==> config.mk <==
export PLATFORM = sky130hd
export DESIGN_NAME = correlator_sequencer_flat
export DESIGN_NICKNAME = d
export VERILOG_FILES = /design/src/rtl/correlator_sequencer_if.sv /design/src/rtl/correlator_sequencer.sv /design/src/flat_wrapper.sv
export SDC_FILE = /design/constraint.sdc
export NUM_CORES = 1
export LEC_CHECK = 0
export ABC_AREA = 1
export CAP_MARGIN = 20
export CORE_ASPECT_RATIO = 0.75
export CORE_MARGIN = 8
export CORE_UTILIZATION = 25
export DETAILED_ROUTE_END_ITERATION = 7
export SYNTH_ARGS = -nofsm -noshare
export SYNTH_HDL_FRONTEND = slang
export SYNTH_SLANG_ARGS = --single-unit
==> constraint.sdc <==
create_clock -name clk_x -period 4.4 [get_ports clk_x]
set_input_delay 0.88 -clock clk_x [delete_from_list [all_inputs] [get_ports clk_x]]
set_output_delay 0.88 -clock clk_x [all_outputs]
set_load 0.05 [all_outputs]
==> src/rtl/correlator_sequencer_if.sv <==
// correlator_sequencer_if: sample strobe in, correlator control and addresses out
interface correlator_sequencer_if #(
  parameter int TBITS = 4,
  parameter int CBITS = 16
);
  logic strobe;
  logic [23:0] re_i, im_i;
  logic [CBITS-1:0] count_i;
  logic en, sw, bank, swap_o, busy, overrun;
  logic [23:0] re, im;
  logic [TBITS-1:0] rd, wr;
  modport master (
    output strobe, re_i, im_i, count_i,
    input en, sw, re, im, rd, wr, bank, swap_o, busy, overrun
  );
  modport slave (
    input strobe, re_i, im_i, count_i,
    output en, sw, re, im, rd, wr, bank, swap_o, busy, overrun
  );
endinterface

==> src/rtl/correlator_sequencer.sv <==
// correlator_sequencer: sweeps correlator pair slots per sample and sequences block clears and bank swaps
module correlator_sequencer #(
  parameter int TRATE = 12,
  parameter int TBITS = 4,
  parameter int CBITS = 16,
  parameter int LAG = 2
) (
  input logic clk_x,
  input logic rst,
  correlator_sequencer_if.slave bus
);
  typedef enum logic {IDLE, RUN} state_t;
  localparam logic [TBITS-1:0] RD_LAST = TBITS'(TRATE - 1);
  state_t state_q, state_d;
  logic [TBITS-1:0] rd_q, rd_d;
  logic [CBITS-1:0] cnt_q, cnt_d;
  logic [23:0] re_q, im_q;
  logic clr_pend_q, clr_pend_d, overrun_q, bank_q;
  logic [LAG-1:0][TBITS-1:0] wp_q;
  logic [LAG:0] tag_q;
  logic run, last, accept, blk_end;
  always_comb begin
    run = state_q == RUN;
    last = run && rd_q == RD_LAST;
    accept = bus.strobe && (!run || last);
    blk_end = last && cnt_q >= bus.count_i;
    state_d = accept ? RUN : (last ? IDLE : state_q);
    rd_d = (run && !last) ? rd_q + 1'b1 : '0;
    cnt_d = last ? (blk_end ? '0 : cnt_q + 1'b1) : cnt_q;
    clr_pend_d = last ? blk_end : clr_pend_q;
  end
  always_ff @(posedge clk_x) begin
    if (rst) begin
      state_q <= IDLE;
      rd_q <= '0;
      cnt_q <= '0;
      clr_pend_q <= 1'b1;
      re_q <= '0;
      im_q <= '0;
      overrun_q <= 1'b0;
      bank_q <= 1'b0;
      wp_q <= '0;
      tag_q <= '0;
    end else begin
      state_q <= state_d;
      rd_q <= rd_d;
      cnt_q <= cnt_d;
      clr_pend_q <= clr_pend_d;
      if (accept) begin
        re_q <= bus.re_i;
        im_q <= bus.im_i;
      end
      overrun_q <= overrun_q | (bus.strobe && run && !last);
      wp_q[0] <= run ? rd_q : wp_q[0];
      for (int i = 1; i < LAG; i++) wp_q[i] <= wp_q[i-1];
      tag_q <= {tag_q[LAG-1:0], blk_end};
      bank_q <= bank_q ^ tag_q[LAG-1];
    end
  end
  assign bus.en = run;
  assign bus.busy = run;
  assign bus.sw = run && clr_pend_q;
  assign bus.rd = rd_q;
  assign bus.wr = wp_q[LAG-1];
  assign bus.re = re_q;
  assign bus.im = im_q;
  assign bus.bank = bank_q;
  assign bus.swap_o = tag_q[LAG];
  assign bus.overrun = overrun_q;
endmodule
==> src/flat_wrapper.sv <==
// flat-port wrapper written by rule: the top's interface ports become plain ports
module correlator_sequencer_flat 
#(
  parameter int TRATE = 12,
  parameter int TBITS = 4,
  parameter int CBITS = 16,
  parameter int LAG = 2
)
  (clk_x, rst, bus_strobe, bus_re_i, bus_im_i, bus_count_i, bus_en, bus_sw, bus_re, bus_im, bus_rd, bus_wr, bus_bank, bus_swap_o, bus_busy, bus_overrun);
  correlator_sequencer_if #(.TBITS(TBITS), .CBITS(CBITS)) bus_i ();
  input logic clk_x;
  input logic rst;
  input wire logic [$bits(bus_i.strobe)-1:0] bus_strobe;
  input wire logic [$bits(bus_i.re_i)-1:0] bus_re_i;
  input wire logic [$bits(bus_i.im_i)-1:0] bus_im_i;
  input wire logic [$bits(bus_i.count_i)-1:0] bus_count_i;
  output wire logic [$bits(bus_i.en)-1:0] bus_en;
  output wire logic [$bits(bus_i.sw)-1:0] bus_sw;
  output wire logic [$bits(bus_i.re)-1:0] bus_re;
  output wire logic [$bits(bus_i.im)-1:0] bus_im;
  output wire logic [$bits(bus_i.rd)-1:0] bus_rd;
  output wire logic [$bits(bus_i.wr)-1:0] bus_wr;
  output wire logic [$bits(bus_i.bank)-1:0] bus_bank;
  output wire logic [$bits(bus_i.swap_o)-1:0] bus_swap_o;
  output wire logic [$bits(bus_i.busy)-1:0] bus_busy;
  output wire logic [$bits(bus_i.overrun)-1:0] bus_overrun;
  assign bus_i.strobe = bus_strobe;
  assign bus_i.re_i = bus_re_i;
  assign bus_i.im_i = bus_im_i;
  assign bus_i.count_i = bus_count_i;
  assign bus_en = bus_i.en;
  assign bus_sw = bus_i.sw;
  assign bus_re = bus_i.re;
  assign bus_im = bus_i.im;
  assign bus_rd = bus_i.rd;
  assign bus_wr = bus_i.wr;
  assign bus_bank = bus_i.bank;
  assign bus_swap_o = bus_i.swap_o;
  assign bus_busy = bus_i.busy;
  assign bus_overrun = bus_i.overrun;
  correlator_sequencer #(.TRATE(TRATE), .TBITS(TBITS), .CBITS(CBITS), .LAG(LAG)) u_core (.clk_x(clk_x), .rst(rst), .bus(bus_i));
endmodule
==> impl_metrics.json, run 1 <==
{
  "hpwl_um": 8160,
  "synth-async-reset-ratio_pct": 0,
  "hold_violations": 0,
  "setup_viol": 0,
  "fp.dieH_um": 119,
  "fmax_ghz": 0.371,
  "required_ns": 3.52,
  "p_leak_nw": 2.23,
  "core-area_um2": 13800,
  "crit_path_start_kind": "register",
  "tightest_slew_ns": 0.804,
  "slew_viol_final": 0,
  "antenna_cells": 0,
  "antenna_found_initial": 0,
  "wire_per_inst_um": 13.6,
  "cts_max_path_buffers": 2,
  "final_cell_mix": "nor2_1 (128), clkdlybuf4s50_1 (128), dfxtp_1 (83)",
  "p_per_area_nw_per_um2": 398,
  "cts_buffers": 9,
  "drive_gt1_share_pct": 4.65,
  "synth_fp_nets": 564,
  "cts-root-buf": "clkbuf_16",
  "ios": 129,
  "clock_skew_ns": 0.00294,
  "fin_crit_ns": 2.69,
  "finalSetupTns_ns": 0,
  "critPathLaunch": "u_core.bus.busy",
  "ys_seq_elements": 83,
  "start_util_pct": 25.8,
  "gr-total-overflow": 0,
  "endpoint_kind": "output port",
  "hold_start": "u_core.tag_q[0]",
  "status": "finished, final reports clean",
  "cts_max_level": 3,
  "path_clk_slew_ns": 0.06,
  "drt-initial-drc-count": 186,
  "die_area_um2": 18300,
  "grt_setup_unrepaired": "false",
  "ys_types": 24,
  "clock-sinks": 83,
  "final_area_um2": 5310,
  "synth_edf_count": 0,
  "crit_type": "reg2out",
  "cts_resized": 0,
  "rr_startpoint": "u_core.bus.rd[0]",
  "grt_pass1_wl_um": 17200,
  "cts_tree": "yes",
  "drv_cap": 0,
  "ys_seq_area_share_pct": 46.8,
  "grt.total_usage_pct": 11.5,
  "syn-cell-area_um2": 3550,
  "drc_errors": 0,
  "wl_um": 10600,
  "ys.flop_type": "dfxtp_1",
  "dr_total_vias": 3319,
  "drt_pass1_iterations": 4,
  "place_congestion": 0.831,
  "ant_nets": 0,
  "period_share_pct": 61.2,
  "arrival_ns": 1.81,
  "syn_area_per_cell_um2": 7.42,
  "placed_area_um2": 4960,
  "area_delta_synth_final_pct": 49.5,
  "grt_pass1_vias": 3361,
  "port_buffers": 128,
  "synthCells": 479,
  "grt_max_degree": 50,
  "hold_class": "reg2reg",
  "fin_util_pct": 38.5,
  "ys_warn_count": 0,
  "nets": 682,
  "max_slew_margin_pct": 46.3,
  "die_w_um": 154,
  "cp_max_fo": 9,
  "vias_per_cell": 4.27,
  "holdBufCountCts": 0,
  "rows": 37,
  "irDropWorstVdd_mv": 0.217,
  "postCtsSetupRepairBufs": 0,
  "clock_latency_ns": 0.32
}
==> flip-flops by register name (all words and copies together) (netlist names), 3 cells and up <==
signal and count:
u_core.bus.im 24, u_core.bus.re 24, u_core.cnt_q 16, u_core.bus.rd 4, u_core.bus.wr 4, u_core.wp_q 4
u_core.tag_q 3
==> synthesized netlist by cell type (6+ instances only) <==
cell      number  area share (%)
nor2_1       128              14
nor3_1         6            0.85
dfxtp_1       83              47
buf_2          6            0.85
nand2_1       59             6.2
o21ai_0       48             6.8
o21ai_1       12             1.7
ha_1          18             6.3
nand3_1       12             1.7
a21oi_1       13             1.8
clkbuf_1      12             1.3
inv_1         53             5.6
==> kinds of logic after synthesis <==
group,count (synthesis),synth area share [%]
xor gates and xnor gates,7,1.73
DFF,83,46.8
and+or+nand+nor,220,25.9
adders and majority gates,18,6.34
buffers and inverters,78,8.98
AOI/OAI and AO/OA,73,10.3
==> worst paths after layout <==
kind                                           to  slack [ns]  cells after the start
worst max-delay path                       bus_sw        1.71                      3
worst min-delay path              u_core.tag_q[1]        0.42                      2
worst max register to register  u_core.bus.re[23]        2.30                      8
worst min register to register    u_core.tag_q[1]        0.42                      2
==> per-stage QoR <==
stage / hold WS, ns / setup WS [ns] / cells / power (W)
floorplan: 0.388 / 2.23 / 479 / 0.00107
global placement: 0.410 / 1.47 / 761 / 0.00123
detailed placement: 0.409 / 1.44 / 761 / 0.00123
CTS: 0.419 / 1.65 / 777 / 0.00215
global route: 0.435 / 1.54 / 777 / 0.00221
finish: 0.419 / 1.71 / 777 / 0.00211
==> area by class of cell <==
cell class / instances / area, µm²
Clock inverter: 5 / 125
Fill cell: 1365 / 8480
Multi-Input combinational cell: 318 / 1570
Clock buffer: 11 / 233
Timing Repair Buffer: 130 / 1300
Inverter: 55 / 206
Tap cell: 175 / 219
Sequential cell: 83 / 1660
==> layer usage <==
| layer | vias to the layer above | routed length, µm | global-route usage, % |
|---|---|---|---|
| met2 | 69 | 4850 | 18.9 |
| met4 | 0 | 92 | 3.36 |
| met3 | 8 | 499 | 3.18 |
| li1 | 1740 | - | - |
| met5 | - | 0 | 0 |
| met1 | 1502 | 5130 | 14.5 |
==> critical path, stage by stage (launching register included) <==
cell	delay, ns
dfxtp_1	0.53
nand2_1	0.10
inv_1	0.06
clkdlybuf4s50_1	0.79
==> where the power goes <==
group	switching (W)	internal (W)
clock	0.000288	0.000611
sequential	0.0000231	0.000794
combinational	0.000245	0.000152
(Power assumes the default switching activity.)
==> run 2: changes to the inputs <==
Clock period 4.4 ns to 2.4 ns, I/O delays scaled along.
==> run 2 against run 1 <==
Against the previous run:
- hold slack got worse by 0.020 ns
- largest cell class unchanged
- critical path type unchanged
- cell area up 0.68%
- count of clock-buffer cells in the layout is 1 lower
- setup slack worse by 1.6 ns
- sequential share of layout area fell by 0.21 points
- highest routed layer unchanged
==> impl_metrics.json, run 2 (synthesis results as in run 1) <==
{
  "cts_tree": "yes",
  "nets": 687,
  "die_w_um": 154,
  "wl_um": 10500,
  "fin_crit_ns": 2.26,
  "hold_violations": 0,
  "dp.cells": 766,
  "drc_errors": 0,
  "cts_max_path_buffers": 2,
  "cts_buffers": 9,
  "gr-total-overflow": 0,
  "fmax_ghz": 0.442,
  "holdBufCountCts": 0,
  "endpoint_kind": "output port",
  "grt_setup_unrepaired": "false",
  "die_area_um2": 18300,
  "grt_pass1_vias": 3438,
  "grt.total_usage_pct": 11.7,
  "p_per_area_nw_per_um2": 704,
  "max_slew_margin_pct": 62.7,
  "ios": 129,
  "vias_per_cell": 4.24,
  "start_util_pct": 25.8,
  "fp.dieH_um": 119,
  "setup_viol": 0,
  "p_sw_share_pct": 27.0,
  "wire_per_inst_um": 13.5,
  "core-area_um2": 13800,
  "fin_util_pct": 38.8,
  "grt_max_degree": 49,
  "antenna_found_initial": 0,
  "ant_nets": 0,
  "port_buffers": 128,
  "path_delay_family": "buffers and inverters",
  "whs_ns": 0.399,
  "grt_pass1_wl_um": 17600,
  "drv_cap": 0,
  "clock_latency_ns": 0.33,
  "cp_cell_sequence": "nand2_1 > inv_1 > clkdlybuf4s50_1",
  "max_stage_delay_ns": 0.79,
  "arrival_ns": 1.78,
  "comb_power_share_pct": 19.6,
  "path_buf_inv": 2,
  "drt_pass1_iterations": 4,
  "cts-root-buf": "clkbuf_16",
  "crit_type": "reg2out",
  "period_share_pct": 94.3,
  "dr_total_vias": 3313,
  "hold_class": "reg2reg",
  "layoutNonFillerInstCount": 781,
  "p_switching_w": 0.00102,
  "p_seq_share_pct": 39.8,
  "finalSetupTns_ns": 0,
  "filler_cell_count": 1396,
  "cp_max_fo": 9,
  "power.internal_w": 0.00275,
  "clock_skew_ns": 0.00631,
  "final_cell_mix": "nor2_1 (128), clkdlybuf4s50_1 (128), dfxtp_1 (83)",
  "hpwl_um": 8210,
  "antenna_cells": 0,
  "rows": 37,
  "crit_path_start_kind": "register",
  "p_leak_nw": 2.24,
  "required_ns": 1.92,
  "irDropWorstVdd_mv": 0.320,
  "place_congestion": 0.787,
  "clock-sinks": 83,
  "clkPwrFrac_pct": 40.6,
  "drt-initial-drc-count": 131,
  "area_delta_synth_final_pct": 50.6,
  "tightest_slew_ns": 0.558,
  "cp_slowest_cell": "clkdlybuf4s50_1",
  "slew_viol_final": 0,
  "postCtsSetupRepairBufs": 0,
  "drive_gt1_share_pct": 5.45,
  "cts_resized": 0,
  "path_clk_slew_ns": 0.06,
  "status": "finished, final reports clean",
  "cts_max_level": 3
}
==> run 2: cell count changes in the layout (fill, tap and decap cells not counted) <==
cell,before,now
buf_4,2,5
buf_12,0,2
clkinvlp_4,0,1
clkbuf_1,2,1
bufinv_16,4,3
==> run 2: layout make-up <==
cell class                      instances  area [µm²]  area share, %
Sequential cell                        83        1660           31.1
Multi-Input combinational cell        318        1570           29.4
Timing Repair Buffer                  135        1360           25.4
Clock buffer                           10         229           4.28
Tap cell                              175         219           4.09
Inverter                               55         206           3.86
Clock inverter                          5         103           1.92
==> run 2: stage by stage <==
| step | worst slack (ns) | instance area, µm² | power (W) |
|---|---|---|---|
| 5_1_grt | 0.00984 | 5350 | 0.00396 |
| 2_1_floorplan | 0.571 | 3550 | 0.00196 |
| 6_report | 0.137 | 5350 | 0.00377 |
| 3_3_place_gp | 0.105 | 5020 | 0.00227 |
| 3_5_place_dp | 0.0327 | 5020 | 0.00228 |
| 4_1_cts | 0.103 | 5350 | 0.00384 |
==> run 2: worst paths after layout <==
check                                      from         endpoint  slack [ns]  cells past startpoint
worst min-delay path            u_core.tag_q[0]  u_core.tag_q[1]        0.40                      2
worst min register to register  u_core.tag_q[0]  u_core.tag_q[1]        0.40                      2
worst max register to register  u_core.cnt_q[3]  u_core.cnt_q[9]        0.60                     11
worst max-delay path            u_core.bus.busy           bus_sw        0.14                      3
==> run 2: power groups by stage <==
stage	logic, W	registers (W)	clock network [W]
after global routing	0.000794	0.00151	0.00166
after CTS	0.000749	0.00150	0.00159
after detailed placement	0.000747	0.00153	0
after global placement	0.000740	0.00153	0
final	0.000738	0.00150	0.00153
after floorplan	0.000189	0.00177	0
==> run 2: routing by layer <==
metal / GRT usage, % / vias to the layer above / wire length, µm
li1: - / 1748 / -
met1: 14.5 / 1482 / 4910
met2: 19.0 / 75 / 4870
met3: 3.83 / 8 / 635
met4: 3.91 / 0 / 114
met5: 0 / - / 0
==> run 2: worst register-to-register path: stages (launching register included) <==
cell and delay, ns:
dfxtp_1 0.45, ha_1 0.31, a21oi_1 0.15, nand2_1 0.08, nand2_1 0.06, nand2_1 0.10, nand2_1 0.11, nand2_1 0.06
nand2_1 0.09, nand2_1 0.09, buf_12 0.16, nor2_1 0.09
==> run 3: changes to the inputs <==
Settings changed: REMOVE_ABC_BUFFERS set to 1.
==> run 3 against run 2 <==
Against the previous run:
- register-to-register slack improved by 0.04 ns
- hold slack improved by 0.0085 ns
- clock skew about the same
- global-route usage decreased by 0.79 points
==> impl_metrics.json, run 3 (synthesis results as in run 1) <==
{
  "ios": 129,
  "hpwl_um": 7840,
  "max_slew_margin_pct": 64.3,
  "die_w_um": 154,
  "antenna_found_initial": 0,
  "die_area_um2": 18300,
  "crit_type": "reg2out",
  "holdBufCountCts": 0,
  "grt_pass1_vias": 3376,
  "p_leak_nw": 2.25,
  "path_clk_slew_ns": 0.06,
  "fp.dieH_um": 119,
  "hold_path_depth": 2,
  "crit_path_start_kind": "register",
  "whs_endpoint": "u_core.tag_q[1]",
  "status": "finished, final reports clean",
  "fmax_ghz": 0.471,
  "fin_util_pct": 38.8,
  "start_util_pct": 25.8,
  "vias_per_cell": 4.25,
  "irDropWorstVdd_mv": 0.441,
  "endpoint_kind": "output port",
  "drive_gt1_share_pct": 5.91,
  "ant_nets": 0,
  "p_switching_w": 0.00103,
  "slew_viol_final": 0,
  "setup_slack_ns": 0.278,
  "drt-initial-drc-count": 105,
  "placed_area_um2": 5020,
  "cts_max_level": 3,
  "place_congestion": 0.796,
  "setup_viol": 0,
  "grt_pass1_wl_um": 16600,
  "clkPwrFrac_pct": 39.9,
  "grtUsageMet1_pct": 12.7,
  "cts_resized": 0,
  "port_buffers": 128,
  "grt_max_degree": 50,
  "clock_latency_ns": 0.33,
  "grt_most_used_layer": "met2",
  "p_sw_share_pct": 27.8,
  "reg2regPathDepth": 13,
  "power.internal_w": 0.00269,
  "met3_usage_pct": 4.26,
  "r2r_slack_ns": 0.64,
  "use_met2_pct": 18.4,
  "required_ns": 1.92,
  "antenna_cells": 0,
  "wl_um": 9970,
  "hold_class": "reg2reg",
  "final_area_um2": 5350,
  "dp.cells": 768,
  "cts_tree": "yes",
  "rr_startpoint": "u_core.cnt_q[4]",
  "drv_cap": 0,
  "arrival_ns": 1.64,
  "cp_max_fo": 8,
  "grt_setup_unrepaired": "false",
  "pre_cts_ws_ns": 0.0484,
  "fin_crit_ns": 2.12,
  "final_cell_mix": "nor2_1 (128), clkdlybuf4s50_1 (128), dfxtp_1 (83)",
  "layoutNonFillerInstCount": 784,
  "drt_pass1_iterations": 4,
  "rows": 37,
  "nets": 689,
  "clock-sinks": 83,
  "p_seq_share_pct": 40.2,
  "postCtsSetupRepairBufs": 0,
  "hold_start": "u_core.tag_q[0]",
  "core-area_um2": 13800,
  "whs_ns": 0.407,
  "grt.total_usage_pct": 11.0,
  "dr_total_vias": 3330,
  "cts_buffers": 9,
  "critPathLaunch": "u_core.bus.busy",
  "wire_per_inst_um": 12.7,
  "gr-total-overflow": 0,
  "cts_max_path_buffers": 2,
  "r2r-end": "u_core.cnt_q[12]",
  "period_share_pct": 88.4,
  "clock_skew_ns": 0.00624,
  "cts-root-buf": "clkbuf_16",
  "p_per_area_nw_per_um2": 696,
  "hold_violations": 0,
  "drc_errors": 0,
  "comb_power_share_pct": 19.9,
  "area_delta_synth_final_pct": 50.6,
  "tightest_slew_ns": 0.533
}
-- run 3: cell types whose count changed in the layout (fill, tap and decap cells not counted), sizes merged --
| cell | change |
|---|---|
| bufinv | -1 |
| clkbuf | +1 |
| clkinv | +2 |
| buf | +2 |
| clkinvlp | -1 |
-- run 3: through the flow --
step | total power, W | setup TNS (ns)
after floorplan | 0.00194 | -11.27
after global placement | 0.00226 | 0
after detailed placement | 0.00228 | 0
after CTS | 0.00379 | 0
after global routing | 0.00391 | 0
final | 0.00372 | 0
-- run 3: how the worst max path moves through the flow --
stage / endpoint / cells past startpoint
after floorplan: u_core.bus.im[0] / 5
after global placement: u_core.cnt_q[7] / 15
after detailed placement: u_core.cnt_q[9] / 15
after CTS: bus_busy / 2
after global routing: u_core.cnt_q[12] / 15
final: bus_en / 2
-- run 3: worst max-delay path: stages (launching register included) --
cell	delay, ns
dfxtp_1	0.34
buf_4	0.16
clkdlybuf4s50_1	0.81
-- run 3: cell type report --
| type | instances | area [µm²] |
|---|---|---|
| clock buffers | 11 | 243 |
| clock inverters | 5 | 86.3 |
| fillers | 1416 | 8450 |
| inverters | 55 | 206 |
| multi-input cells | 318 | 1570 |
| flip-flops and latches | 83 | 1660 |
| well taps | 175 | 219 |
| repair buffers | 137 | 1360 |
-- run 3: power groups by stage --
stage / clock, W / sequential (W) / combinational [W]
2_1_floorplan: 0 / 0.00178 / 0.000157
3_3_place_gp: 0 / 0.00152 / 0.000743
3_5_place_dp: 0 / 0.00153 / 0.000750
4_1_cts: 0.00154 / 0.00150 / 0.000753
5_1_grt: 0.00161 / 0.00150 / 0.000796
6_report: 0.00148 / 0.00150 / 0.000743
-- run 3: layer usage --
metal  vias up  share of wire (%)
met5         -                  0
met4         0               0.97
met3         6                7.2
met2        82                 45
met1      1495                 47
li1       1747                  -
